<file path="config.mk">
export PLATFORM = sky130hd
export DESIGN_NAME = io_uart_rx
export DESIGN_NICKNAME = d
export VERILOG_FILES = /design/src/rtl/io_uart_rx_pkg.sv /design/src/rtl/io_uart_rx_sync_fifo8.sv /design/src/rtl/io_uart_rx.sv
export SDC_FILE = /design/constraint.sdc
export NUM_CORES = 1
export LEC_CHECK = 0
export CAP_MARGIN = 30
export CORE_MARGIN = 2
export CORE_UTILIZATION = 35
export CTS_BUF_LIST = sky130_fd_sc_hd__clkbuf_2
export DETAILED_ROUTE_END_ITERATION = 8
export SYNTH_ARGS = -nofsm -noshare
export SYNTH_HDL_FRONTEND = slang
export SYNTH_SLANG_ARGS = --single-unit
</file>
<file path="constraint.sdc">
create_clock -name clk -period 3.5 [get_ports clk]
set_clock_uncertainty 0.05 [all_clocks]
set_input_delay 1.05 -clock clk [delete_from_list [all_inputs] [get_ports clk]]
set_output_delay 1.05 -clock clk [all_outputs]
set_load 0.05 [all_outputs]
</file>
<file path="src/rtl/io_uart_rx_pkg.sv">
// io_uart_rx_pkg: shared constants for the UART receiver peripheral.
// Holds the register word offsets within the 16-byte I/O window, the STATUS/CTRL
// bit positions and the divisor clamp helper.
package io_uart_rx_pkg;

    // Word offsets (adr[3:2]) inside the peripheral window
    localparam logic [1:0] RegRxdata = 2'd0;
    localparam logic [1:0] RegStatus = 2'd1;
    localparam logic [1:0] RegDiv    = 2'd2;
    localparam logic [1:0] RegCtrl   = 2'd3;

    // STATUS write-one-to-clear bits
    localparam int unsigned StatOverrunBit  = 7;
    localparam int unsigned StatFrameErrBit = 8;

    // CTRL bits
    localparam int unsigned CtrlRxEnBit  = 0;
    localparam int unsigned CtrlIrqEnBit = 1;
    localparam int unsigned CtrlFlushBit = 2;

    // Smallest usable clocks-per-bit; the half-bit start delay must stay >= 2
    localparam logic [15:0] DivMin = 16'd4;

    function automatic logic [15:0] clamp_div(input logic [15:0] div);
        return (div < DivMin) ? DivMin : div;
    endfunction

endpackage

</file>
<file path="src/rtl/io_uart_rx_sync_fifo8.sv">
// io_uart_rx_sync_fifo8: 16 x 8 synchronous FIFO for the UART receiver.
// Ports:
//   clk, rst_n         clock, asynchronous active-low reset
//   push_i, wdata_i    write request and byte (ignored while full)
//   pop_i              read request (ignored while empty)
//   flush_i            empties the FIFO; wins over a coincident push or pop
//   rdata_o            head byte, valid whenever empty_o is low (read-first)
//   count_o, full_o, empty_o   occupancy
module io_uart_rx_sync_fifo8 (
    input  logic       clk,
    input  logic       rst_n,
    input  logic       push_i,
    input  logic [7:0] wdata_i,
    input  logic       pop_i,
    input  logic       flush_i,
    output logic [7:0] rdata_o,
    output logic [4:0] count_o,
    output logic       full_o,
    output logic       empty_o
);

    logic [7:0] mem_q [16];
    logic [3:0] wr_ptr_q, wr_ptr_d;
    logic [3:0] rd_ptr_q, rd_ptr_d;
    logic [4:0] count_q, count_d;
    logic       do_push, do_pop;

    assign full_o  = (count_q == 5'd16);
    assign empty_o = (count_q == 5'd0);
    assign do_push = push_i && !full_o;
    assign do_pop  = pop_i && !empty_o;

    always_comb begin
        wr_ptr_d = wr_ptr_q;
        rd_ptr_d = rd_ptr_q;
        count_d  = count_q;
        if (flush_i) begin
            wr_ptr_d = 4'd0;
            rd_ptr_d = 4'd0;
            count_d  = 5'd0;
        end else begin
            if (do_push) wr_ptr_d = wr_ptr_q + 4'd1;
            if (do_pop)  rd_ptr_d = rd_ptr_q + 4'd1;
            count_d = count_q + {4'd0, do_push} - {4'd0, do_pop};
        end
    end

    always_ff @(posedge clk or negedge rst_n) begin
        if (!rst_n) begin
            wr_ptr_q <= 4'd0;
            rd_ptr_q <= 4'd0;
            count_q  <= 5'd0;
        end else begin
            wr_ptr_q <= wr_ptr_d;
            rd_ptr_q <= rd_ptr_d;
            count_q  <= count_d;
        end
    end

    // Storage needs no reset; occupancy tracking guards every read
    always_ff @(posedge clk) begin
        if (do_push && !flush_i) mem_q[wr_ptr_q] <= wdata_i;
    end

    assign rdata_o = mem_q[rd_ptr_q];
    assign count_o = count_q;

endmodule

</file>
<file path="src/rtl/io_uart_rx.sv">
// io_uart_rx: memory-mapped 8N1 UART receiver with a 16-byte receive FIFO.
// Ports:
//   clk, rst_n                 clock, asynchronous active-low reset
//   rx2                        serial input, idle high, asynchronous
//   dma_io_we/wadr/wdata       bus write port (word addresses)
//   dma_io_radr/radr_en        bus read port; 1-cycle read latency
//   dma_io_rdata_in/rdata      read-data daisy chain in/out
//   rx_irq_1shot               one-cycle pulse per byte accepted while irq_en
//   rx_irq                     level: FIFO not empty and irq_en
// Registers: 0x0 RXDATA (pop), 0x4 STATUS, 0x8 DIV, 0xC CTRL.
module io_uart_rx
    import io_uart_rx_pkg::*;
#(
    parameter logic [15:0] IO_BASE     = 16'hFC40,
    parameter logic [15:0] DIV_DEFAULT = 16'd434
) (
    input  logic        clk,
    input  logic        rst_n,
    input  logic        rx2,
    input  logic        dma_io_we,
    input  logic [15:2] dma_io_wadr,
    input  logic [31:0] dma_io_wdata,
    input  logic [15:2] dma_io_radr,
    input  logic        dma_io_radr_en,
    input  logic [31:0] dma_io_rdata_in,
    output logic [31:0] dma_io_rdata,
    output logic        rx_irq_1shot,
    output logic        rx_irq
);

    typedef enum logic [1:0] {StIdle, StStart, StData, StStop} rx_state_e;

    // Synchroniser plus one extra stage for falling-edge detection
    logic rx_meta_q, rxs_q, rxs_prev_q;

    rx_state_e   state_q;
    logic [15:0] timer_q;
    logic [2:0]  bit_cnt_q;
    logic [7:0]  shift_q;
    logic        push_q;
    logic [7:0]  push_byte_q;

    logic [15:0] div_q;
    logic        rx_en_q, irq_en_q;
    logic        overrun_q, frame_err_q;
    logic        rd_hit_q;
    logic [31:0] rdata_q, rdata_d;

    logic       wr_hit, rd_hit, flush, pop;
    logic [1:0] wr_reg, rd_reg;
    logic       timer_exp, rx_fall, stop_fail;
    logic [7:0] fifo_head;
    logic [4:0] fifo_count;
    logic       fifo_full, fifo_empty;

    logic unused_wdata;
    assign unused_wdata = ^dma_io_wdata[31:16];

    // Bus decode
    assign wr_hit = dma_io_we && (dma_io_wadr[15:4] == IO_BASE[15:4]);
    assign wr_reg = dma_io_wadr[3:2];
    assign rd_hit = dma_io_radr_en && (dma_io_radr[15:4] == IO_BASE[15:4]);
    assign rd_reg = dma_io_radr[3:2];
    assign flush  = wr_hit && (wr_reg == RegCtrl) && dma_io_wdata[CtrlFlushBit];
    assign pop    = rd_hit && (rd_reg == RegRxdata) && !fifo_empty;

    // Timer expiry: a load of L gives an expiry L cycles later
    assign timer_exp = (timer_q == 16'd1);
    assign rx_fall   = rxs_prev_q && !rxs_q;
    assign stop_fail = rx_en_q && (state_q == StStop) && timer_exp && !rxs_q;

    always_ff @(posedge clk or negedge rst_n) begin
        if (!rst_n) begin
            rx_meta_q  <= 1'b1;
            rxs_q      <= 1'b1;
            rxs_prev_q <= 1'b1;
        end else begin
            rx_meta_q  <= rx2;
            rxs_q      <= rx_meta_q;
            rxs_prev_q <= rxs_q;
        end
    end

    // Receive FSM
    always_ff @(posedge clk or negedge rst_n) begin
        if (!rst_n) begin
            state_q     <= StIdle;
            timer_q     <= 16'd0;
            bit_cnt_q   <= 3'd0;
            shift_q     <= 8'd0;
            push_q      <= 1'b0;
            push_byte_q <= 8'd0;
        end else begin
            push_q <= 1'b0;
            if (!rx_en_q) begin
                state_q <= StIdle;
            end else begin
                case (state_q)
                    StIdle: begin
                        if (rx_fall) begin
                            state_q <= StStart;
                            timer_q <= div_q >> 1;
                        end
                    end
                    StStart: begin
                        if (timer_exp) begin
                            if (rxs_q) begin
                                state_q <= StIdle;  // glitch, not a start bit
                            end else begin
                                state_q   <= StData;
                                timer_q   <= div_q;
                                bit_cnt_q <= 3'd0;
                            end
                        end else begin
                            timer_q <= timer_q - 16'd1;
                        end
                    end
                    StData: begin
                        if (timer_exp) begin
                            shift_q <= {rxs_q, shift_q[7:1]};
                            timer_q <= div_q;
                            if (bit_cnt_q == 3'd7) state_q <= StStop;
                            else                   bit_cnt_q <= bit_cnt_q + 3'd1;
                        end else begin
                            timer_q <= timer_q - 16'd1;
                        end
                    end
                    StStop: begin
                        if (timer_exp) begin
                            state_q <= StIdle;
                            if (rxs_q) begin
                                push_q      <= 1'b1;
                                push_byte_q <= shift_q;
                            end
                        end else begin
                            timer_q <= timer_q - 16'd1;
                        end
                    end
                    default: state_q <= StIdle;
                endcase
            end
        end
    end

    // Control and status registers
    always_ff @(posedge clk or negedge rst_n) begin
        if (!rst_n) begin
            div_q       <= DIV_DEFAULT;
            rx_en_q     <= 1'b0;
            irq_en_q    <= 1'b0;
            overrun_q   <= 1'b0;
            frame_err_q <= 1'b0;
        end else begin
            if (wr_hit && (wr_reg == RegDiv)) div_q <= clamp_div(dma_io_wdata[15:0]);
            if (wr_hit && (wr_reg == RegCtrl)) begin
                rx_en_q  <= dma_io_wdata[CtrlRxEnBit];
                irq_en_q <= dma_io_wdata[CtrlIrqEnBit];
            end
            // A new error event wins over a coincident clear
            if (push_q && fifo_full) begin
                overrun_q <= 1'b1;
            end else if (wr_hit && (wr_reg == RegStatus) && dma_io_wdata[StatOverrunBit]) begin
                overrun_q <= 1'b0;
            end
            if (stop_fail) begin
                frame_err_q <= 1'b1;
            end else if (wr_hit && (wr_reg == RegStatus) && dma_io_wdata[StatFrameErrBit]) begin
                frame_err_q <= 1'b0;
            end
        end
    end

    always_comb begin
        rdata_d = 32'd0;
        case (rd_reg)
            RegRxdata: rdata_d = fifo_empty ? 32'd0 : {23'd0, 1'b1, fifo_head};
            RegStatus: rdata_d = {23'd0, frame_err_q, overrun_q, fifo_full, fifo_empty,
                                  fifo_count};
            RegDiv:    rdata_d = {16'd0, div_q};
            RegCtrl:   rdata_d = {30'd0, irq_en_q, rx_en_q};
            default:   rdata_d = 32'd0;
        endcase
    end

    always_ff @(posedge clk or negedge rst_n) begin
        if (!rst_n) begin
            rd_hit_q <= 1'b0;
            rdata_q  <= 32'd0;
        end else begin
            rd_hit_q <= rd_hit;
            if (rd_hit) rdata_q <= rdata_d;
        end
    end

    io_uart_rx_sync_fifo8 u_fifo (
        .clk     (clk),
        .rst_n   (rst_n),
        .push_i  (push_q),
        .wdata_i (push_byte_q),
        .pop_i   (pop),
        .flush_i (flush),
        .rdata_o (fifo_head),
        .count_o (fifo_count),
        .full_o  (fifo_full),
        .empty_o (fifo_empty)
    );

    assign dma_io_rdata = rd_hit_q ? rdata_q : dma_io_rdata_in;
    assign rx_irq_1shot = push_q && !fifo_full && irq_en_q;
    assign rx_irq       = !fifo_empty && irq_en_q;

endmodule

</file>
==> run summary <==
=====================================================================================
IO Pins ................................................................          131
Total detailed-routing wirelength ......................................     26100 um
Timing startpoint of the critical path ................................. u_fifo.count_o[2]
Root buf cell ..........................................................     clkbuf_2
Transition time of the tightest slew-check pin .........................       849 ps
Async set-or-reset flop fraction in the synthesized netlist ............        41.6%
Post-Syn Area .......................................................... 0.0103 sq mm
Commonest cells post-synth ............................................. edfxtp_1, dfrtp_1, mux2_2, nor2_1, mux4_2
Detailed-routing iteration count for the pre-antenna-repair pass .......            5
Placed instance count ..................................................         1242
Number of fill cells ...................................................         2653
Setup repair after global routing missed its margin ....................          yes
Hold WC Path Type ...................................................... primary input to asynchronous set/reset pin
Post-synthesis cell count ..............................................          755
Top-count cell post-synth ..............................................     edfxtp_1
Total vias in the final route ..........................................         6933
Average instance area after synthesis ..................................   13.7 sq um
Post-layout minimum cycle time .........................................      3370 ps
GR Overflow Total ......................................................            0
Leakage ................................................................      5.34 nW
Global-route wire length before repair .................................     40400 um
X dimension of the die .................................................       176 um
P&R area growth vs syn .................................................        26.0%
Number of different library cells in the post-synthesis netlist ........           67
Synth warn .............................................................            0
Maximum number of pins on one net before global-route repair ...........           51
Antenna-violating nets left ............................................            0
Slew Viols, Final ......................................................            0
Syn_nets ...............................................................          873
Share of Yosys cell area claimed by the top area cell type .............        37.2%
Count of placed standard cells in the final layout, fillers left out ...         1355
Deepest clock path buffer count ........................................            3
Largest area contributor in the netlist ................................     edfxtp_1
Deepest level of the CTS H-tree ........................................            2
Port Buffer Count ......................................................          114
HPWL after detailed placement ..........................................     17900 um
Leading cell types by total area after synthesis ....................... edfxtp_1, dfrtp_1, mux4_2
Final setup violating endpoints ........................................            0
Type of the worst setup path ........................................... flip-flop to output pin
Cts bufs inserted ......................................................           55
Vias per std cell ......................................................         5.12
Via count of the first global-routing pass .............................         7081
Total DRC errors in the routed layout ..................................            0
Total die area ......................................................... 0.0309 sq mm
Launch point of the worst reg-to-reg path .............................. u_fifo.count_o[2]
Hold violation count in the final report ...............................            0
Result of the run ......................................................    completed
Peak fanout along the critical path ....................................            2
Data arrival time of the critical path .................................      2270 ps
Die height .............................................................       176 um
Critical path endpoint category ........................................   output pin
Routability cong. ......................................................        0.840
Worst skew pair latency ................................................       870 ps
Worst max-slew margin expressed relative to the limit ..................        43.4%
Count of max-cap constraint violations .................................            0
Post-layout util .......................................................        45.0%
Post-synthesis sequential element count ................................          219
Primary flip-flop cell chosen by synthesis mapping .....................     edfxtp_1
Number of clock sinks ..................................................          219
Number of enable flip-flop cells after synthesis .......................          128
Count of routing violations after the opening detailed-route iteration .          511
Fin nets ...............................................................         1043
Core footprint ......................................................... 0.0289 sq mm
Clock Pin Slew Worst Setup and Hold Paths ..............................       110 ps
Starting density of the core ...........................................        35.7%
Startpoint type of the worst setup path ................................    flip-flop
Core Rows ..............................................................           62
Flop-to-flop setup slack ...............................................       520 ps
Post-synthesis sequential area ratio ...................................        59.3%
Antenna violations before repair .......................................            1
FMAX ...................................................................      297 MHz
Average wire per cell in the routed design .............................      19.3 um
Cell area power density ................................................  369 mW/mm^2
TritonCTS clock tree ...................................................          yes
Crit share post-route ..................................................        96.3%
Worst vdd ir ...........................................................     0.255 mV
Gr usage total .........................................................        17.0%
Share of layout cells above drive strength 1 ...........................        30.4%
WP data required .......................................................      2400 ps
=====================================================================================
sequential cells by signal, indices dropped and copies added, names as in the netlist, 2 cells and up:
register	count
u_fifo.rd_ptr_q	4
u_fifo.wr_ptr_q	4
rdata_q	16
push_byte_q	8
timer_q	16
u_fifo.count_o	5
shift_q	8
u_fifo.mem_q	128
div_q	16
state_q	2
bit_cnt_q	3
metrics by stage:
step	hold WS (ps)	worst slack (ps)	power, mW	area [sq um]	TNS [ps]
global placement	297	-633	3.14	12400	-8500
CTS	51.0	-78.1	4.89	13000	-83.3
floorplan	295	-161	2.91	10400	-161
detailed placement	299	-669	3.14	12400	-11930
finish	128	131	4.81	13000	0
global route	87.6	-6.10	5.05	13000	-6.10
power by group:
group          total, mW  internal (mW)  switching, mW  leakage, nW
clock               1.72          0.676           1.05        0.401
sequential          2.73           2.72         0.0143         2.57
combinational      0.355          0.193          0.163         2.37
worst max-delay path, stage by stage, from the launching register on:
cell     delay, ps
dfrtp_1        410
inv_2           90
ha_4           130
or4b_4         450
and2_4         190
buf_8          140
area by class of cell:
type | count | area (sq um) | share of cell area (%)
flip-flops and latches | 219 | 6130 | 47.1
inverters | 31 | 116 | 0.893
clock buffers | 89 | 445 | 3.42
well taps | 384 | 480 | 3.69
repair buffers | 158 | 1820 | 14.0
multi-input cells | 460 | 3970 | 30.5
diodes | 1 | 2.50 | 0.0192
clock inverters | 13 | 60.1 | 0.461
cells by family (layout without fill, tap and decap cells):
| group | count (synthesis) | after routing | share of synthesized area [%] |
|---|---|---|---|
| AND/OR/NAND/NOR | 206 | 206 | 11.8 |
| adder cells (fa/ha/maj) | 21 | 21 | 2.61 |
| XOR/XNOR | 14 | 14 | 1.19 |
| flip-flops | 219 | 219 | 59.3 |
| buffers and inverters | 76 | 291 | 3.19 |
| multiplexers | 98 | 98 | 14.0 |
| AO/OA/AOI/OAI | 121 | 121 | 7.96 |
| other | 0 | 1 | 0 |
cell usage in the layout, fill, tap and decap left out, drive strengths merged, types with 9 or more instances in the layout:
| cell type | count |
|---|---|
| edfxtp | 128 |
| clkbuf | 89 |
| dfrtp | 83 |
| clkdlybuf4s50 | 79 |
| buf | 79 |
| mux2 | 50 |
| nor2 | 43 |
| inv | 33 |
| mux4 | 32 |
| nand2 | 31 |
| o21ai | 30 |
| nor2b | 22 |
| nand3 | 21 |
| ha | 20 |
| mux2i | 16 |
| a21oi | 16 |
| a31oi | 13 |
| o31ai | 12 |
| nor4 | 12 |
| and3 | 11 |
| clkinv | 11 |
| nor3 | 9 |
path summary, 6_finish.rpt:
check                                         end  cells past startpoint
worst min register to register              rxs_q                      0
max in group asynchronous              rdata_q[3]                      2
min in group clk                            rxs_q                      0
worst max register to register  u_fifo.count_o[4]                     15
worst max-delay path                       rx_irq                      5
worst min-delay path                 bit_cnt_q[2]                      1
routing by layer:
metal	up-vias	share of wire [%]	wire length [um]	track usage [%]
li1	3273	-	-	-
met1	3459	44	11400	22.6
met2	166	50	13000	28.1
met3	35	5.1	1320	3.38
met4	0	1.5	380	5.13
met5	-	0	0	0
repair_timing:
item	in CTS	in global routing
setup endpoints to repair	14	2
pin swaps	2	1
resized for setup	14	3
hold buffers	0	0
setup buffers	7	4
(Power assumes the default switching activity.)
